===== src/rtl/fifo_pkg.sv =====
// Shared types and helpers for the fifo_if push/pop handshake and FIFO storage blocks.
package fifo_pkg;

   typedef enum logic {NO_PUSH = 1'b0, PUSH = 1'b1} push_e_t;
   typedef enum logic {NO_POP  = 1'b0, POP  = 1'b1} pop_e_t;

   localparam int DATA_W_DEF = 8;
   typedef logic [DATA_W_DEF-1:0] data_t;

   // Width needed to hold an occupancy of 0..depth inclusive.
   function automatic int cnt_w(input int depth);
      return $clog2(depth + 1);
   endfunction

endpackage


===== src/rtl/fifo_ptr_ctr.sv =====
// Modulo-DEPTH pointer: advances on inc and wraps DEPTH-1 -> 0, so any DEPTH works.
module fifo_ptr_ctr #(
   parameter  int DEPTH = 16,
   localparam int PTR_W = (DEPTH > 1) ? $clog2(DEPTH) : 1
) (
   input  logic             clk,
   input  logic             rst_n,
   input  logic             inc,
   output logic [PTR_W-1:0] ptr
);

   always_ff @(posedge clk or negedge rst_n) begin
      if (!rst_n)
         ptr <= '0;
      else if (inc)
         ptr <= (ptr == PTR_W'(DEPTH - 1)) ? '0 : ptr + 1'b1;
   end

endmodule


===== src/rtl/fifo_sync_param.sv =====
// Single-clock FIFO with occupancy count, almost-full/empty thresholds and registered read data.
// Optional sticky overflow/underflow ports are built when FIFO_ERR_FLAGS_EN is defined.
module fifo_sync_param import fifo_pkg::*; #(
   parameter  int DATA_W    = DATA_W_DEF,
   parameter  int DEPTH     = 16,
   parameter  int AF_THRESH = DEPTH - 2,
   parameter  int AE_THRESH = 1,
   localparam int CNT_W     = cnt_w(DEPTH),
   localparam int PTR_W     = (DEPTH > 1) ? $clog2(DEPTH) : 1
) (
   input  logic              clk,
   input  logic              rst_n,
   input  push_e_t           push,
   input  logic [DATA_W-1:0] data_in,
   output logic              full,
   output logic              almost_full,
   input  pop_e_t            pop,
   output logic [DATA_W-1:0] data_out,
   output logic              empty,
   output logic              almost_empty,
`ifdef FIFO_ERR_FLAGS_EN
   output logic              overflow,
   output logic              underflow,
`endif
   output logic [CNT_W-1:0]  count
);

   if (DEPTH < 2) begin : g_bad_depth
      $fatal(1, "fifo_sync_param: DEPTH must be >= 2");
   end
   if (AF_THRESH < 1 || AF_THRESH > DEPTH) begin : g_bad_af
      $fatal(1, "fifo_sync_param: AF_THRESH must be in 1..DEPTH");
   end
   if (AE_THRESH < 0 || AE_THRESH > DEPTH - 1) begin : g_bad_ae
      $fatal(1, "fifo_sync_param: AE_THRESH must be in 0..DEPTH-1");
   end

   logic [DATA_W-1:0] mem [DEPTH];
   logic [PTR_W-1:0]  wr_ptr, rd_ptr;
   logic              push_acc, pop_acc;

   // A pop frees a slot in the same edge, so a full FIFO still takes a push alongside it.
   assign pop_acc  = (pop == POP) && !empty;
   assign push_acc = (push == PUSH) && (!full || pop_acc);

   fifo_ptr_ctr #(.DEPTH(DEPTH)) u_wr_ptr (
      .clk   (clk),
      .rst_n (rst_n),
      .inc   (push_acc),
      .ptr   (wr_ptr)
   );

   fifo_ptr_ctr #(.DEPTH(DEPTH)) u_rd_ptr (
      .clk   (clk),
      .rst_n (rst_n),
      .inc   (pop_acc),
      .ptr   (rd_ptr)
   );

   always_ff @(posedge clk) begin
      if (rst_n && push_acc)
         mem[wr_ptr] <= data_in;
   end

   always_ff @(posedge clk or negedge rst_n) begin
      if (!rst_n)
         data_out <= '0;
      else if (pop_acc)
         data_out <= mem[rd_ptr];
   end

   always_ff @(posedge clk or negedge rst_n) begin
      if (!rst_n)
         count <= '0;
      else if (push_acc && !pop_acc)
         count <= count + 1'b1;
      else if (pop_acc && !push_acc)
         count <= count - 1'b1;
   end

   assign full         = (count == CNT_W'(DEPTH));
   assign empty        = (count == '0);
   assign almost_full  = (count >= CNT_W'(AF_THRESH));
   assign almost_empty = (count <= CNT_W'(AE_THRESH));

`ifdef FIFO_ERR_FLAGS_EN
   always_ff @(posedge clk or negedge rst_n) begin
      if (!rst_n) begin
         overflow  <= 1'b0;
         underflow <= 1'b0;
      end else begin
         if ((push == PUSH) && full && !pop_acc)
            overflow <= 1'b1;
         if ((pop == POP) && empty)
            underflow <= 1'b1;
      end
   end
`endif

endmodule

===== config.mk =====
export PLATFORM = sky130hd
export DESIGN_NAME = fifo_sync_param
export DESIGN_NICKNAME = d
export VERILOG_FILES = /design/src/rtl/fifo_pkg.sv /design/src/rtl/fifo_ptr_ctr.sv /design/src/rtl/fifo_sync_param.sv
export SDC_FILE = /design/constraint.sdc
export NUM_CORES = 1
export LEC_CHECK = 0
export ABC_CLOCK_PERIOD_IN_PS = 3800
export CORE_MARGIN = 1
export CORE_UTILIZATION = 32
export CTS_CLUSTER_DIAMETER = 120
export DETAILED_ROUTE_END_ITERATION = 6
export HOLD_SLACK_MARGIN = 0.15
export PLACE_DENSITY = 0.47
export SKIP_LAST_GASP = 1
export SYNTH_ARGS = -nofsm -noshare
export SYNTH_HDL_FRONTEND = slang
export SYNTH_HIERARCHICAL = 1
export SYNTH_SLANG_ARGS = --single-unit

===== constraint.sdc =====
create_clock -name clk -period 3.8 [get_ports clk]
set_input_delay 0.57 -clock clk [delete_from_list [all_inputs] [get_ports clk]]
set_output_delay 0.57 -clock clk [all_outputs]
set_load 0.01 [all_outputs]

; Word level (Yosys, flattened, before mapping)
; Memories as Yosys holds them, arrays and structs flattened. A register that Yosys moved wholly into a read port is not among the register bits.
; Index checks and enable logic that the tools add are counted.
[totals]
mem_count = 1
out_inout_bits = 17
register_bits = 13
ramBits = 128
inputBits = 12
word_cells = 32
[memory_table]
columns = name, depth, width, rd, rd_clocked_by_memory_dff, wr, line
row1 = mem, 16, 8, 1, 1, 1, fifo_sync_param.sv:38  ; logic [DATA_W-1:0] mem [DEPTH];
[op_classes]
eq_ne = 3
reduce_logical = 13
mux = 6
magnitude_cmp = 2
add_sub_neg = 4
[op_table]
columns = cell, count
row1 = $mux W5, 2
row2 = $add A4 B1 Y4 const B, 2
row3 = $eq A4 B4 Y1 const B, 2
row4 = $mux W4, 2
row5 = $add A5 B1 Y5 const B, 1
row6 = $eq A5 B5 Y1 const B, 1
row7 = $ge A5 B4 Y1 const B, 1
row8 = $le A5 B1 Y1 const B, 1
row9 = $logic_and A1 B1 Y1, 5
row10 = $logic_not A1 Y1, 5
row11 = $logic_not A5 Y1, 1
row12 = $sub A5 B1 Y5 const B, 1
row13 = $mux W1, 2
row14 = $reduce_bool A2 Y1, 1
row15 = $logic_or A1 B1 Y1, 1

; Logic depth before layout (Yosys ltp)
; Gate-level depths: netlist of the first run.
[logic_depth]
ltp_word = 9
depth_mapped = 10
depth_no_buf = 9

; Cells and area by module
; The synthesis of the first run kept the hierarchy.
[by_module_without_submodules]
columns = module, cells_per_inst, instances, area_each_um2, seq_area_each_um2
row1 = fifo_sync_param, 281, 1, 5756.8, 4169.0
row2 = fifo_ptr_ctr, 15, 2, 187.7, 100.1

; Least setup slack after synthesis of the first run
; No wires, ideal clock.
[synth_path]
path_kind = register -> register
startpoint = register count[0]
endpoint = memory mem[2][0] in the netlist's numbering (enable)
period_less_slack_ns = 2.410
required_time_ns = 3.417
slack_ns = 1.390
setup_ns = 0.383
path_buffers = 0
path_stages_with_launch = 6
arrival_ns = 2.027
path_cell_list = dfrtp_1 -> inv_1 -> ha_1 -> a41oi_2 -> nand4b_1 -> nor3_1
[synth_via]
elab_chain_len = 8
word_cells_on_any_way = 10
classes_between = eq/ne (1) / mux (2) / reduce/logical (7)
[synth_lines]
columns = element, line
row1 = start: declaration, fifo_sync_param.sv:25  ; output logic [CNT_W-1:0] count
row2 = start signal: assignment, fifo_sync_param.sv:76  ; count <= count + 1'b1;
row3 = start signal: assignment, fifo_sync_param.sv:78  ; count <= count - 1'b1;
row4 = $logic_not A5 Y1, fifo_sync_param.sv:82  ; assign empty = (count == '0);
row5 = $logic_not A1 Y1, fifo_sync_param.sv:43  ; assign pop_acc = (pop == POP) && !empty;
row6 = $logic_and A1 B1 Y1, fifo_sync_param.sv:43
row7 = $logic_or A1 B1 Y1 (*), fifo_sync_param.sv:44  ; assign push_acc = (push == PUSH) && (!full || pop_acc);
row8 = $logic_and A1 B1 Y1 (*), fifo_sync_param.sv:44
row9 = via push_acc, fifo_sync_param.sv:40  ; logic push_acc, pop_acc;
row10 = $logic_and A1 B1 Y1 (*), fifo_sync_param.sv:61  ; if (rst_n && push_acc)
row11 = $mux W1 (*), fifo_sync_param.sv:61
row12 = $mux W1 (implied by the code) (*), fifo_sync_param.sv:62  ; mem[wr_ptr] <= data_in;
row13 = end: declaration, fifo_sync_param.sv:38
; The timed path passes the listed nets; every way through them passes the cells marked *.

; Final worst setup path of the first run
[layout_path]
startpoint = register count[0]
endpoint = output port empty
[layout_via]
elab_chain_len = 1
[layout_lines]
columns = element, line
row1 = $logic_not A5 Y1, fifo_sync_param.sv:82
row2 = end: declaration, fifo_sync_param.sv:19  ; output logic empty,
; No other way between the ends.

==> results.txt, run 1 <==
The run finished with clean final reports. The top cell type by total area after synthesis is edfxtp_1. The total count of hold-check failures in the final report is 0. Summed over all nets, the half-perimeter wirelength after detailed placement is ~8.4 mm.

The type of the most critical hold path is reg2reg. In this run the biggest area consumer among cell types represents between 60% and 70% of the synthesized area. Compared with the post-synthesis result, the final layout area differs by 19.44%. The peak ir drop on the vdd network is 344.5 µV. The highest net fanout along the worst path is 7.

The combinational share of power is about a quarter. The number of register bits inferred by synthesis came out at 149. The worst endpoint required time came out at around 3.2 ns.

The maximum number of buffers from clock root to sink is 2. In this run the clock root is driven by a clkbuf_16. The antenna diode count is 0. The distinct cell type count of the synthesized netlist is 39.

The share of total power dissipated in sequential elements is a little over two fifths. The worst slack on hold paths is between 0.4 and 0.5 ns. The static leakage is about 0.0025 µW. Routability-driven placement finished with a final weighted congestion of around 0.75. The cell area that synthesis handed to floorplanning was about 0.0061 mm². The clock sink count came out at roughly 150.

The fraction of layout instances using a drive strength above 1 came out at 21.54%. For this run, the slowest stage of the critical path takes approximately 0.52 ns. TritonCTS built the clock tree. The number of violations reported at the end of detailed-routing iteration 0 came out at 146. In the post-synthesis netlist, the biggest area contributors are edfxtp_1 63%, mux4_2 8.8%, dfrtp_1 8.6%. In the final design database the tool counted between 300 and 400 nets. The initial core utilization is about a third. The net count after synthesis is 331. The worst setup slack for register-to-register paths came out at between 1 and 1.5 ns. The average wire per cell in the routed design came out at slightly above 20 µm. The total net switching power is 1542 µW. The shortest clock period the worst path allows after layout came out at around 2.9 ns. The number of buffers added by the clock tree synthesis step is 17. The prevailing post-synth register cell is edfxtp_1.

The core area is between 0.015 and 0.02 mm². Once detail routing completed, the nets flagged for antenna violations numbered 0. The largest net degree at the start of global routing came out at 29. The number of standard cells after synthesis is 311. In this run, placement finished with an instance count of between 500 and 600. The number of antenna violations at the first check in global routing is 0. The proportion of register bits with asynchronous set or reset after synthesis came out at roughly 14%. The maximum achievable frequency came out at about 350 MHz. The number of warning messages in the yosys log is 6. The largest clock skew in the final design is a little over 0.008 ns.

Clock-pin slew was measured on the worst setup and hold paths at 0.05 ns. By count the netlist is led by 128 x edfxtp_1, 24 x mux4_2, 21 x dfrtp_1. The number of synthesized flops with an enable pin is approximately 130.

The post-CTS setup buffer count came out at 0. The post-layout instance count excluding filler cells is 610. The horizontal die dimension came out at 140.4 µm. The area used by sequential logic in the layout is 0.004369 mm². The global-route wire length before repair is ~19 mm.

The multi-input gate area in the final layout is 0.001608 mm². The quantity of hold-fixing buffers added after cts is 0. Port buffering added 28 buffers. The overall overflow remaining after global route is 0. For the pin with the worst max-slew slack, the measured transition is 1.019 ns. The number of cell rows came out at 50. The via count of the first global-routing pass is roughly 3,100. The internal power came out at ~3800 µW. After filler insertion, the fill cell instance count of the layout stands at 1,672.

The sequential element share of the synthesized area is between 70% and 80%. The cell with the largest stage delay on the worst path is clkdlybuf4s50_1. The post-detailed-route via-to-cell ratio came out at between 4 and 5. The critical path goes through inv_1, ha_1, or4b_4, inv_1, clkdlybuf4s50_1.

Summing all placed instances gives a cell area of between 0.006 and 0.007 mm². By instance count, the leading cell after synthesis is edfxtp_1. The number of DRC violations after detailed routing is 0. STA classifies the critical path endpoint as a primary output.

The number of resized instances in the post-cts repair step is 0. For this block, the routed nets add up to roughly 13 mm of wire. The maximum level of the CTS H-tree came out at 4. The final-report max-slew violation count came to 0. The share of the clock period used by the worst path came out at ~76%. The cell seen most often among critical-path stages is inv_1. The arrival time of the worst setup path is approximately 2.3 ns. Global routing used between 10% and 20% of the available tracks.

The post-route setup TNS came out at 0 ns. The post-synthesis average cell area came out at between 15 and 20 µm². The clock latency at the later pin of the worst-skew pair came out at roughly 0.42 ns. Setup repair after global routing left no endpoint under its margin. The die covers 0.01972 mm². The clock network accounts for between 30% and 40% of the total power.

The die height came out at 140.4 µm. Summing all non-filler instances in the final layout gives an area of around 0.0073 mm². Power spread over the standard cell area amounts to about 730 mW/mm². STA classifies the critical path startpoint as a flop. The final cell utilization of the core came out at 39.03%. The tool flagged a number of max-cap violations equal to 0. Measured against its own limit, the worst slew margin works out to 32.05%. The path type of the worst setup path is reg2out. The detailed-router iteration count before antenna repair is 4.

The switching share of total power came out at 28.65%. Setup violations remaining at the end of the flow were counted as 0. The total via count after detailed routing came out at roughly 3,000. The boundary pin count is 29.
-- worst max-delay path, delay by kind of cell, from the launching register on --
family	cells	cell delay (ns)
buffers and inverters	3	0.73
AND/OR/NAND/NOR	1	0.50
flip-flops	1	0.46
adder cells (fa/ha/maj)	1	0.22
-- worst paths after layout --
kind                                    startpoint                       to  cells after the start
min reg2reg                data_out[1]$_DFFE_PN0P_  data_out[1]$_DFFE_PN0P_                      2
min in group asynchronous                    rst_n  data_out[2]$_DFFE_PN0P_                      1
max                           count[0]$_DFFE_PN0P_                    empty                      5
max reg2reg                   count[0]$_DFFE_PN0P_      mem[1][3]$_DFFE_PP_                      6
max in group asynchronous                    rst_n  data_out[1]$_DFFE_PN0P_                      2
min                        data_out[1]$_DFFE_PN0P_  data_out[1]$_DFFE_PN0P_                      2
-- placed cells by master (no fill, tap or decap), types with 2 or more instances in the layout --
master / count
nor3_1: 4
mux2i_1: 17
buf_4: 17
edfxtp_1: 128
xor2_1: 4
clkdlybuf4s50_1: 28
nand4_1: 3
ha_1: 8
nor2_1: 17
o21ai_0: 3
mux2_2: 3
mux4_2: 24
clkinv_1: 2
clkbuf_8: 5
o221ai_1: 6
clkbuf_16: 17
clkbuf_1: 2
a21oi_1: 2
a21o_1: 2
and3_1: 3
xnor2_1: 3
inv_1: 5
bufinv_16: 3
a41oi_1: 4
nand4b_1: 2
nand2b_1: 5
nand2_1: 13
dfrtp_1: 21
or2b_2: 2
mux4_1: 8
-- state kept, by name (all words and copies together) (netlist names) --
signal,cells
count,5
u_rd_ptr/ptr,4
u_wr_ptr/ptr,4
data_out,8
mem,128
-- power by group through the flow --
stage	Combinational [µW]	Clock [µW]	Sequential, µW
finish	1400	1750	2240
global route	1520	1840	2280
CTS	1440	1780	2250
detailed placement	1430	0	2280
global placement	1420	0	2280
floorplan	1080	0	2160
-- stage by stage --
stage	power (µW)	worst slack (ns)
floorplan	3243	1.390
global placement	3698	0.8631
detailed placement	3707	0.8009
CTS	5461	0.8654
global route	5644	0.7713
finish	5381	0.9121
-- routing by layer --
layer	global-route usage (%)	up-vias	routed length, µm
li1	-	1364	-
met1	17.89	1559	5518
met4	6.651	0	256
met3	3.043	19	537
met5	0	-	0
met2	22.74	57	6188
-- logic make-up after synthesis --
family	synth area share, %
flops	71.25
fa+ha+maj	1.632
simple gates	5.224
mux	15.57
compound gates	2.795
buf+inv	2.530
xor+xnor	0.9998
-- area by class of cell --
type,instances,share of cell area [%]
inverters,6,0.3416
multi-input cells,144,21.95
repair buffers,45,5.569
well taps,234,3.997
flip-flops and latches,149,59.65
clock inverters,8,1.640
clock buffers,24,6.850
Power figures use the tool's default switching activity.
==> inputs of run 2 (changes only) <==
--- a/config.mk
+++ b/config.mk
@@ -5,7 +5,7 @@
 export SDC_FILE = /design/constraint.sdc
 export NUM_CORES = 1
 export LEC_CHECK = 0
-export ABC_CLOCK_PERIOD_IN_PS = 3800
+export ABC_CLOCK_PERIOD_IN_PS = 2900
 export CORE_MARGIN = 1
 export CORE_UTILIZATION = 32
 export CTS_CLUSTER_DIAMETER = 120
==> constraint.sdc (replaced) <==
create_clock -name clk -period 2.9 [get_ports clk]
set_input_delay 0.435 -clock clk [delete_from_list [all_inputs] [get_ports clk]]
set_output_delay 0.435 -clock clk [all_outputs]
set_load 0.01 [all_outputs]
==> run 2 against run 1 <==
  * Combinational power up 43%
  * Flip-flop and latch count unchanged
  * Total power is 30% higher
  * Clock skew is 0.0090 ns higher
  * Cell area is 0.62% higher
  * Sequential power is 26% higher
  * Critical path type unchanged
  * Cell count up 1.1%
  * Highest routed layer unchanged
  * Sequential share of layout area fell by 0.36 points
  * Clock-buffer cell count fell by 4
  * Global-route usage down 0.14 points
  * First-iteration DRC count grew 16%
  * Critical path depth is the same
  * Largest power group unchanged
  * Critical endpoint unchanged
==> results.txt, run 2 (synthesis gave the netlist of run 1 again) <==
The kind of cell adding the most delay to the critical path is buffers and inverters. The number of DRC violations after detailed routing was 0 (unchanged). The length of routed met3 wiring is 458 µm (-15%). The core area came out at 0.01877 mm² (unchanged). The total via count after detailed routing is 3,051 (+1.7%).

The largest clock skew in the final design was 0.01726 ns (+0.009030 ns). The arrival time of the worst setup path is 2.30 ns (-0.02 ns). The clock tree from TritonCTS is built. The peak ir drop on the vdd network came out at 403.4 µV (+17%). The horizontal die dimension came out at 140.4 µm (unchanged).

The detailed-router iteration count before antenna repair is 4 (unchanged). The remaining antenna violation count was 0 (unchanged). The number of resized instances in the post-cts repair step came to 0 (unchanged).

The path class of the tightest hold or removal check is reg2reg. The average wire per cell in the routed design came to 20.42 µm (-0.34%). Leaving out fill and tap cells, the most frequent cells in the layout are 128 x edfxtp_1, 28 x clkdlybuf4s50_1, 24 x mux4_2, 22 x buf_4, 21 x dfrtp_1.

The worst path in the final design needs a cycle of 2.739 ns, including I/O delays and setup. The overall overflow remaining after global route came out at 0 (unchanged). The worst setup path is launched from a flop.

Counting stages on the worst path, the most repeated cell is inv_1. The total routed wire length on the met1 layer came to 5.608 mm (+1.6%). The die height was 140.4 µm (unchanged).

The antenna diode count came out at 0 (unchanged). The max-cap violation count came out at 0 (unchanged). On the critical path, the stage with the largest delay is an instance of clkdlybuf4s50_1. The final critical path takes up between 90% and 100% of the cycle. The area growth from synthesis to layout is 20.18%. Counting flops per register, the top entry is mem. The worst endpoint required time came out at 2.47 ns (-0.76 ns).

The maximum number of buffers from clock root to sink came out at 2 (unchanged). The post-layout instance count excluding filler cells is 617 (+1.1%). The worst slew margin relative to its limit came to 58.03% (+26 points). The largest net degree at the start of global routing was 37 (+28%). The fraction of layout instances using a drive strength above 1 came out at 22.98% (+1.4 points). The number of cell rows was 50 (unchanged). The flip-flop count of the largest register, all copies and words added came to 128 (unchanged). The library cell used most frequently in the layout, excluding fill and tap cells, is edfxtp_1. The final-report max-slew violation count came out at 0 (unchanged). The static leakage is 0.002552 µW (+0.75%). The root buffer cell is clkbuf_16. The highest layer touched by signal routing is met4. The worst-margin pin slew came to 0.6276 ns (-0.3917 ns). The number of buffers added by the clock tree synthesis step came to 17 (unchanged). The boundary pin count was 29 (unchanged). The power per standard cell area is 952.4 mW/mm² (+30%). Setup repair after global routing left no endpoint under its margin.

The longest individual stage delay on the worst path came out at 0.52 ns (about the same). The post-route setup TNS came out at 0 ns (unchanged). The highest net fanout along the worst path came out at 7 (unchanged). The quantity of hold-fixing buffers added after cts came to 0 (unchanged).

The total of buffers placed on input and output ports is 28 (unchanged). The number of violations reported at the end of detailed-routing iteration 0 is 169 (+16%). The total number of nets in the final design came out at 390 (+1.8%). The count of buffering cells on the critical path with inverters included came out at 3 (unchanged).

The clock-pin slew of the registers on the worst-case setup and hold paths is 0.06 ns (about the same). The total placed cells including tap cells was 585 (+1.2%). The worst setup path is captured at a primary output. The clock sink count came out at 149 (unchanged).

The largest registers in the layout are mem (128), data_out (8), count (5). The signal on the critical path passes through inv_1, ha_1, or4b_4, inv_1, clkdlybuf4s50_1. The final wirelength came out at 12.60 mm (+0.80%). The total count of hold-check failures in the final report came to 0 (unchanged).

The detailed-routed wire length on met2 came out at 6.340 mm (+2.5%). The die area is 0.01972 mm² (unchanged). The critical path in this run is classified as reg2out.

The maximum level of the CTS H-tree is 4 (unchanged). The via count of the first global-routing pass is 3,175 (+1.5%). The run finished with clean final reports. The initial core utilization came out at 32.67% (unchanged).

The clock latency at the later pin of the worst-skew pair came to 0.43 ns (about the same). The global-route wire length before repair is 19.24 mm (-1.3%). The global-route total usage across every layer came out at 13.86% (-0.14 points). The HPWL after detailed placement came to 8.140 mm (-2.5%).

The number of setup violations in the final report is 0 (unchanged). The final estimated routing congestion in global placement came out at 0.7349 (-1.9%). The number of antenna violations at the first check in global routing is 0 (unchanged).

Timing would allow up to roughly 370 MHz. The post-CTS setup buffer count came out at 0 (unchanged). The post-detailed-route via-to-cell ratio came out at 4.945 (+0.58%).
-- run 2: changes by cell type in the layout (fill, tap and decap cells not counted), sizes merged --
cell	delta
buf	+7
clkbuf	-4
clkinvlp	+3
inv	+1
-- run 2: stage by stage --
step                      setup WS, ns  total power, µW  hold WS [ns]  util (%)  area (µm²)
after floorplan                 0.4896             4250        0.1394         -        6132
after global placement          0.4762             4889        0.4754     36.13        6780
after detailed placement        0.4827             4912        0.4808     36.13        6780
after CTS                       0.1238             7118        0.4939     39.27        7370
after global routing           0.02771             7346        0.5676     39.27        7370
final                           0.1614             7019        0.4885     39.27        7370
-- run 2: area by class of cell --
cell class | instances | area, µm²
fillers | 1700 | 11400
flip-flops and latches | 149 | 4369
multi-input cells | 144 | 1608
repair buffers | 52 | 485.5
clock buffers | 20 | 436.7
well taps | 234 | 292.8
clock inverters | 12 | 152.6
inverters | 6 | 25.02
-- run 2: per-layer routing --
metal	GRT usage [%]	vias up
met4	5.726	0
met3	3.009	15
met5	0	-
met2	23.00	69
li1	-	1384
met1	17.61	1583
-- run 2: worst paths after layout --
check	start	end	slack, ns	cells past startpoint
worst max-delay path	count[0]$_DFFE_PN0P_	empty	0.16	5
worst min-delay path	data_out[1]$_DFFE_PN0P_	data_out[1]$_DFFE_PN0P_	0.49	2
worst max register to register	count[0]$_DFFE_PN0P_	count[4]$_DFFE_PN0P_	0.52	8
worst min register to register	data_out[1]$_DFFE_PN0P_	data_out[1]$_DFFE_PN0P_	0.49	2
max in group asynchronous	rst_n	data_out[2]$_DFFE_PN0P_	2.03	2
min in group asynchronous	rst_n	u_wr_ptr/ptr[1]$_DFFE_PN0P_	0.62	2
-- run 2: worst register-to-register path, stage by stage (launching register included) --
cell     delay [ns]
dfrtp_1        0.46
inv_1          0.14
ha_1           0.21
or4b_4         0.50
nand2_4        0.19
ha_1           0.32
nand4_1        0.13
a21oi_1        0.19
xor2_1         0.16
-- run 2: power breakdown --
part           total, µW  internal, µW  switching, µW
Combinational       2000          1040            961
Clock               2200          1350            848
Sequential          2820          2570            248
Total               7020          4960           2060
